$ cat config.mk
export PLATFORM = sky130hd
export DESIGN_NAME = jtframe_romrq_arb
export DESIGN_NICKNAME = d
export VERILOG_FILES = /design/src/rtl/jtframe_romrq_pkg.sv /design/src/rtl/jtframe_rr_pick.sv /design/src/rtl/jtframe_romrq_arb.sv
export SDC_FILE = /design/constraint.sdc
export NUM_CORES = 1
export LEC_CHECK = 0
export CAP_MARGIN = 15
export CORE_MARGIN = 1
export CORE_UTILIZATION = 42
export DETAILED_ROUTE_END_ITERATION = 7
export GPL_TIMING_DRIVEN = 0
export HOLD_SLACK_MARGIN = 0.02
export PLACE_DENSITY = 0.87
export SKIP_CTS_REPAIR_TIMING = 1
export SLEW_MARGIN = 20
export SYNTH_ARGS = -nofsm -noshare
export SYNTH_HDL_FRONTEND = slang
export SYNTH_SLANG_ARGS = --single-unit
$ cat constraint.sdc
create_clock -name clk -period 4 [get_ports clk]
set_clock_uncertainty 0.2 [all_clocks]
set_input_delay 0.8 -clock clk [delete_from_list [all_inputs] [get_ports clk]]
set_output_delay 0.8 -clock clk [all_outputs]
set_load 0.01 [all_outputs]
$ cat src/rtl/jtframe_romrq_pkg.sv
// Shared types and constants for the romrq SDRAM-side arbiter.
package jtframe_romrq_pkg;

   // Arbiter sequence: pick a client, request the bank, stream the burst, let the last word land
   typedef enum logic [1:0] {
      ST_IDLE  = 2'd0,
      ST_REQ   = 2'd1,
      ST_DATA  = 2'd2,
      ST_FLUSH = 2'd3
   } arb_state_t;

   // Each grant moves one 32-bit value as two 16-bit SDRAM words
   localparam int BURST_WORDS = 2;

   // Index width for an N-entry client vector; never collapses to zero bits
   function automatic int idx_w(input int n);
      return (n > 1) ? $clog2(n) : 1;
   endfunction

endpackage

$ cat src/rtl/jtframe_rr_pick.sv
// Combinational winner selection: first asserted request at or after a base index,
// wrapping from N-1 back to 0. A base of zero gives plain fixed priority.
module jtframe_rr_pick
   import jtframe_romrq_pkg::*;
#(
   parameter int N  = 4,
   parameter int IW = idx_w(N)
) (
   input  logic [N-1:0]  req,
   input  logic [IW-1:0] base,
   output logic [N-1:0]  grant,
   output logic [IW-1:0] idx,
   output logic          any
);

   // Scan the request vector starting at base; the first hit wins
   always_comb begin
      int k;
      logic [IW-1:0] kk;
      grant = '0;
      idx   = '0;
      any   = 1'b0;
      k     = 0;
      kk    = '0;
      for (int i = 0; i < N; i++) begin
         k = int'(base) + i;
         if (k >= N) k = k - N;
         kk = IW'(k);
         if (!any && req[kk]) begin
            any       = 1'b1;
            grant[kk] = 1'b1;
            idx       = kk;
         end
      end
   end

endmodule

$ cat src/rtl/jtframe_romrq_arb.sv
// SDRAM-side responder for N romrq clients: arbitrates requests, issues one two-word
// burst per grant on the bank port and returns the data on a shared bus with a
// one-hot per-client write strobe.
module jtframe_romrq_arb
   import jtframe_romrq_pkg::*;
#(
   parameter int SDRAMW = 22,
   parameter int N      = 4,
   parameter int RR     = 0
) (
   input  logic                clk,
   input  logic                rst,
   input  logic [N-1:0]        slot_req,
   input  logic [N*SDRAMW-1:0] slot_addr,
   output logic [N-1:0]        slot_we,
   output logic [15:0]         din,
   output logic                din_ok,
   output logic                dst,
   output logic                ba_rd,
   output logic [SDRAMW-1:0]   ba_addr,
   input  logic                ba_ack,
   input  logic                ba_dst,
   input  logic                ba_dok,
   input  logic                ba_rdy,
   input  logic [15:0]         sdram_din
);

   localparam int IW = idx_w(N);

   arb_state_t        state_q, state_d;
   logic              ba_rd_q, ba_rd_d;
   logic [SDRAMW-1:0] ba_addr_q, ba_addr_d;
   logic [IW-1:0]     sel_q, sel_d;
   logic [N-1:0]      sel_oh_q, sel_oh_d;
   logic [N-1:0]      we_q, we_d;
   logic [IW-1:0]     ptr_q, ptr_d;
   logic [15:0]       din_q, din_d;
   logic              din_ok_q, din_ok_d;
   logic              dst_q, dst_d;

   logic [IW-1:0]     pick_base;
   logic [N-1:0]      pick_grant;
   logic [IW-1:0]     pick_idx;
   logic              pick_any;

   // Fixed priority simply scans from slot 0 every time
   assign pick_base = (RR != 0) ? ptr_q : '0;

   // The client currently owning the bus is masked so its stale req cannot re-win
   jtframe_rr_pick #(
      .N  (N),
      .IW (IW)
   ) u_pick (
      .req   (slot_req & ~we_q),
      .base  (pick_base),
      .grant (pick_grant),
      .idx   (pick_idx),
      .any   (pick_any)
   );

   // Next-state and next-output computation for the grant/request/data/flush sequence
   always_comb begin
      state_d   = state_q;
      ba_rd_d   = ba_rd_q;
      ba_addr_d = ba_addr_q;
      sel_d     = sel_q;
      sel_oh_d  = sel_oh_q;
      we_d      = we_q;
      ptr_d     = ptr_q;
      din_d     = din_q;
      din_ok_d  = 1'b0;
      dst_d     = 1'b0;
      case (state_q)
         ST_IDLE: begin
            if (pick_any) begin
               sel_d     = pick_idx;
               sel_oh_d  = pick_grant;
               ba_addr_d = slot_addr[pick_idx*SDRAMW +: SDRAMW];
               ba_rd_d   = 1'b1;
               state_d   = ST_REQ;
            end
         end
         ST_REQ: begin
            if (ba_ack) begin
               ba_rd_d = 1'b0;
               we_d    = sel_oh_q;
               state_d = ST_DATA;
            end
         end
         ST_DATA: begin
            din_d    = sdram_din;
            din_ok_d = ba_dok;
            dst_d    = ba_dst;
            if (ba_rdy) state_d = ST_FLUSH;
         end
         ST_FLUSH: begin
            we_d    = '0;
            ptr_d   = (sel_q == IW'(N-1)) ? '0 : sel_q + IW'(1);
            state_d = ST_IDLE;
         end
         default: state_d = ST_IDLE;
      endcase
   end

   // State and registered outputs; reset abandons any burst in flight
   always_ff @(posedge clk) begin
      if (rst) begin
         state_q   <= ST_IDLE;
         ba_rd_q   <= 1'b0;
         ba_addr_q <= '0;
         sel_q     <= '0;
         sel_oh_q  <= '0;
         we_q      <= '0;
         ptr_q     <= '0;
         din_q     <= '0;
         din_ok_q  <= 1'b0;
         dst_q     <= 1'b0;
      end else begin
         state_q   <= state_d;
         ba_rd_q   <= ba_rd_d;
         ba_addr_q <= ba_addr_d;
         sel_q     <= sel_d;
         sel_oh_q  <= sel_oh_d;
         we_q      <= we_d;
         ptr_q     <= ptr_d;
         din_q     <= din_d;
         din_ok_q  <= din_ok_d;
         dst_q     <= dst_d;
      end
   end

   assign slot_we = we_q;
   assign din     = din_q;
   assign din_ok  = din_ok_q;
   assign dst     = dst_q;
   assign ba_rd   = ba_rd_q;
   assign ba_addr = ba_addr_q;

endmodule

After elaboration in Yosys (flattened, before gate mapping):

Cells that the tools add are included.

* shifts and indexed selects: 1
* $mul: 1
* muxes and demuxes: 20
* bitwise operators: 3
* eq/ne operators: 6
* reduce and logical (&&, ||, !) cells: 14

Operator list (count)
* $shiftx A88 B8 Y22: 1
* $mux W2: 6
* $mux W1: 8
* $mux W4: 2
* $pmux W2 S4: 1
* $pmux W4 S2: 1
* $mul A2 B4 Y6 const B: 1
* $ne A2 B2 Y1 const B: 3
* $reduce_and A3 Y1: 2
* $and A4 B4 Y4: 1
* $eq A2 B2 Y1 const B: 2
* $not A4 Y4: 1
* $reduce_and A2 Y1: 2
* $reduce_bool A2 Y1: 2
* $logic_and A1 B1 Y1: 3
* $logic_not A1 Y1: 3
* $mux W3: 1
* $eq A2 B1 Y1 const B: 1
* $logic_not A2 Y1: 1
* $pmux W1 S2: 1
* $reduce_or A2 Y1: 1
* $not A1 Y1: 1

* bits in registers: 51
* input port bits: 114
* word-level logic and storage cells: 53
* output and inout port bits: 45

Depth between registers and ports, before layout:

* depth after elaboration: 14
* gate-level depth with buffers: 8
* mapped depth without buffers: 6

Modules after synthesis:

From an unflattened synthesis, not the netlist that was laid out.

* cells, all modules: 286
* area total of the unflattened synthesis: 2960.3 µm²

By module, submodules not included
* jtframe_romrq_arb: times used 1, seq. area each 1021.0 µm², cells an instance 241, area an instance 2538.7 µm²
* jtframe_rr_pick: times used 1, seq. area each 0.0 µm², cells an instance 45, area an instance 421.7 µm²

Worst setup path after synthesis:

Ideal clock, no wire load.

* path type: input -> register
* start point: in slot_req[1]
* end point: reg ba_addr_q[10], in the netlist ba_addr[10]
* stages on the path: 6
* setup time: 0.146 ns
* data required time: 3.654 ns
* path buffers: 2
* setup slack: 1.936 ns
* data arrival time: 1.718 ns
* cells stage by stage: nor2b_1 > buf_4 > a211oi_2 > buf_2 > a21o_1 > a211oi_2

* cells in the longest elaborated chain, start to end: 11
* elaborated cells on any way between the ends: 15
* classes of those cells: mul (1); shift (1); mux (6); bitwise (1); reduce/logical (6)

RTL lines
* start: declaration: line jtframe_romrq_arb.sv:13 `input logic [N-1:0] slot_req,`
* $and A4 B4 Y4 *: line jtframe_romrq_arb.sv:54 `.req (slot_req & ~we_q),`
* $logic_and A1 B1 Y1 *: line jtframe_rr_pick.sv:29 `if (!any && req[kk]) begin`
* $mux W1: line jtframe_rr_pick.sv:29
* $logic_not A1 Y1: line jtframe_rr_pick.sv:29
* $logic_and A1 B1 Y1: line jtframe_rr_pick.sv:29
* $mux W1: line jtframe_rr_pick.sv:29
* $logic_not A1 Y1: line jtframe_rr_pick.sv:29
* $logic_and A1 B1 Y1: line jtframe_rr_pick.sv:29
* $mux W2: line jtframe_rr_pick.sv:29
* $mul A2 B4 Y6: line jtframe_romrq_arb.sv:78 `ba_addr_d = slot_addr[pick_idx*SDRAMW +: SDRAMW];`
* $shiftx A88 B8 Y22: line jtframe_romrq_arb.sv:78
* end signal: assignment: line jtframe_romrq_arb.sv:121 `ba_addr_q <= ba_addr_d;`
* end: declaration: line jtframe_romrq_arb.sv:32 `logic [SDRAMW-1:0] ba_addr_q, ba_addr_d;`

Every way passes the cells marked *; elsewhere a longest branch is shown, timed or not.
A chain may end at the register's enable or synchronous reset.

Final worst setup path:

* start point: in slot_req[2]
* end point: reg ba_addr_q[5], in the netlist ba_addr[5]

* cells in the longest elaborated chain, start to end: 8
* elaborated cells on any way between the ends: 11
* classes of those cells: mul (1); shift (1); mux (4); bitwise (1); reduce/logical (4)

RTL lines (line)
* $and A4 B4 Y4 *: jtframe_romrq_arb.sv:54
* $logic_and A1 B1 Y1 *: jtframe_rr_pick.sv:29
* $mux W1: jtframe_rr_pick.sv:29
* $logic_not A1 Y1: jtframe_rr_pick.sv:29
* $logic_and A1 B1 Y1: jtframe_rr_pick.sv:29
* $mux W2: jtframe_rr_pick.sv:29
* $mul A2 B4 Y6: jtframe_romrq_arb.sv:78
* $shiftx A88 B8 Y22: jtframe_romrq_arb.sv:78

Marks and branches as above.

==> qor.yml <==
status: "finished, violations left"
violations: "DRC"
slew_headroom_pct: 48.6
final_layout_size_suffix_gt1_share_pct: 16.7
start_util_pct: 44.1
postSynthCellCount: 303
async_flop_share_pct: 0
drv_slew: 0
grt_max_degree: 20
syn_to_final_growth_pct: 62.0
timing.final.crit_share_pct: 64.7
insertedDiodeCount: 0
start_kind: "input pin"
synthesis.nets: 421
cts.path.max_buffers: 2
clock-sinks: 51
critical_path_required_ns: 3.96
wirelength_um: 9440
wire_per_inst_um: 17.3
port_buffers: 157
min_path_type: "register to register"
core_area_sq_um: 6460
drv_cap: 0
synth_area_leaders: "dfxtp_1 36%, a211oi_2 9.2%, o221ai_1 6.8%, mux2i_1 6.7%, a21o_1 5.8%"
hold_violations: 0
viasPerCell: 5.57
grt_pass1_vias: 3085
synth_area_leader_cell: "dfxtp_1"
avgSynthCellArea_sq_um: 9.40
reg2reg_depth: 7
p_leak_nw: 1.72
crit_chain: "clkdlybuf4s50_1, nor2b_1, nand2_1, clkbuf_1, o221ai_1, a211oi_2"
cpLargestDelayFamily: "buffers and inverters"
powerDensity_nw_per_um2: 536
peakVddDrop_uv: 280
hpwl_um: 7150
die_area_sq_um: 7120
final_cell_mix: "157 x clkdlybuf4s50_1, 51 x dfxtp_1, 25 x nor2_1, 24 x nand3_1, 23 x o21ai_0"
ys_types: 42
clk-insertion-delay-late_ns: 0.31
ys_warn_count: 0
crit_path_max_fanout: 10
rsz0062_at_grt: "false"
ioPinCount: 159
dr_total_vias: 3034
crit_arrival_ns: 2.55
ctsRootBufferMaster: "clkbuf_8"
r2r_setup_slack_ns: 1.69
power.total_mw: 2.47
cp.depth: 6
htreeDepth: 2
max_stage_delay_ns: 0.52
cp.buffers_inverters: 2
synth_area_sq_um: 2850
die_w_um: 84.4
grtUsageTotal_pct: 26.2
ys_ff_latch: 51
final_common_cell: "clkdlybuf4s50_1"
worstHoldPathCells: 2
crit_slowest_cell: "clkdlybuf4s50_1"
synth_flop_cell: "dfxtp_1"
nNetsFinal: 585
gp_congestion: 0.805
drt-pass1-iter-count: 8
grt_remaining_overflow: 0
synth_edf_count: 0
crit_type: "input pin to register"
drtIter0Drc: 137
worst_pin_slew_ns: 0.771
clock.fmax_mhz: 386
ys_seq_area_share_pct: 35.8
route.detailed.drc: 10
grt_antenna_before_repair: 0
fin_setup_tns_ns: 0
clkSlewWorstSetupHoldPaths_ns: 0.11
fillers: 497
worstSetupEndpointType: "register"
ant_nets: 0
cts-buffers-inserted: 5
grt_pass1_wl_um: 14900
rows: 29
period_minus_slack_ns: 2.59
dieHeight_um: 84.4
synth_top_area_share_pct: 35.8
cts_tree: "yes"
setup_viol: 0
-- through the flow --
step                      instances  cell area [sq um]  utilization [%]  hold WS, ns  worst slack [ns]
after global placement          537               4520             69.9        0.272              1.16
final                           545               4610             71.4        0.308              1.41
after CTS                       545               4610             71.4        0.313              1.44
after detailed placement        537               4520             69.9        0.284              1.14
after global routing            545               4610             71.4        0.332              1.34
after floorplan                 303               2850                -        0.254              1.94
-- per-layer routing --
metal / global-route usage [%] / wire, um / up-vias
li1: - / - / 1452
met1: 30.6 / 3810 / 1423
met2: 46.5 / 4630 / 141
met3: 6.88 / 800 / 18
met4: 9.24 / 193 / 0
met5: 0 / 0 / -
-- Yosys cell counts, types with 2 or more instances --
library cell,number
a211oi_1,2
a211oi_2,21
a21o_1,22
a21oi_1,2
a22oi_1,4
and3b_1,2
buf_2,10
buf_4,5
buf_6,2
buf_8,2
clkbuf_1,10
dfxtp_1,51
ha_1,4
inv_1,5
mux2i_1,19
nand2_1,2
nand2b_1,3
nand3_1,24
nor2_1,25
nor2_2,20
nor2b_1,3
nor3_1,2
o21ai_0,23
o221ai_1,22
-- final cells by class --
| type | instances | area, sq um | share of cell area [%] |
|---|---|---|---|
| clock buffer | 5 | 68.8 | 1.49 |
| tap | 77 | 96.3 | 2.09 |
| inverter | 6 | 22.5 | 0.488 |
| buffer | 30 | 183 | 3.96 |
| clock inverter | 3 | 28.8 | 0.624 |
| timing repair buffer | 157 | 1570 | 34.1 |
| multi-input combinational | 216 | 1620 | 35.2 |
| sequential | 51 | 1020 | 22.1 |
-- worst register-to-register path: cells and delay by family (launching register included) --
| family | cells | cell delay, ns |
|---|---|---|
| AO/OA/AOI/OAI | 2 | 0.50 |
| adder cells (fa/ha/maj) | 1 | 0.21 |
| buffers and inverters | 3 | 0.71 |
| flip-flops | 1 | 0.41 |
| AND/OR/NAND/NOR | 1 | 0.19 |
-- sequential cells by signal, indices dropped and copies added (netlist names) --
name and cells:
ba_addr 22, din 16, slot_we 4, din_ok 1
ba_rd 1, sel_oh_q 4, dst 1, state_q 2
-- kinds of logic (layout without fill, tap and decap cells) --
family | after synthesis | count (layout) | share of synthesized area, %
buffers and inverters | 36 | 201 | 7.20
adders and majority gates | 4 | 4 | 1.76
DFF | 51 | 51 | 35.8
and+or+nand+nor | 89 | 89 | 17.7
AOI/OAI and AO/OA | 104 | 104 | 30.9
muxes | 19 | 19 | 6.68
-- where the power goes --
group	total (mW)	internal, mW	switching (mW)
Combinational	1.40	0.700	0.696
Sequential	0.745	0.650	0.0950
Clock	0.334	0.133	0.201
-- worst paths after layout --
path / start / end
max reg2reg: state_q[0]$_SDFFE_PP0P_ / ba_addr[5]$_SDFFE_PP0P_
max: slot_req[2] / ba_addr[5]$_SDFFE_PP0P_
min: din[9]$_SDFFE_PP0N_ / din[9]$_SDFFE_PP0N_
min reg2reg: din[9]$_SDFFE_PP0N_ / din[9]$_SDFFE_PP0N_
Note: power is estimated with default switching activity, not from simulation.
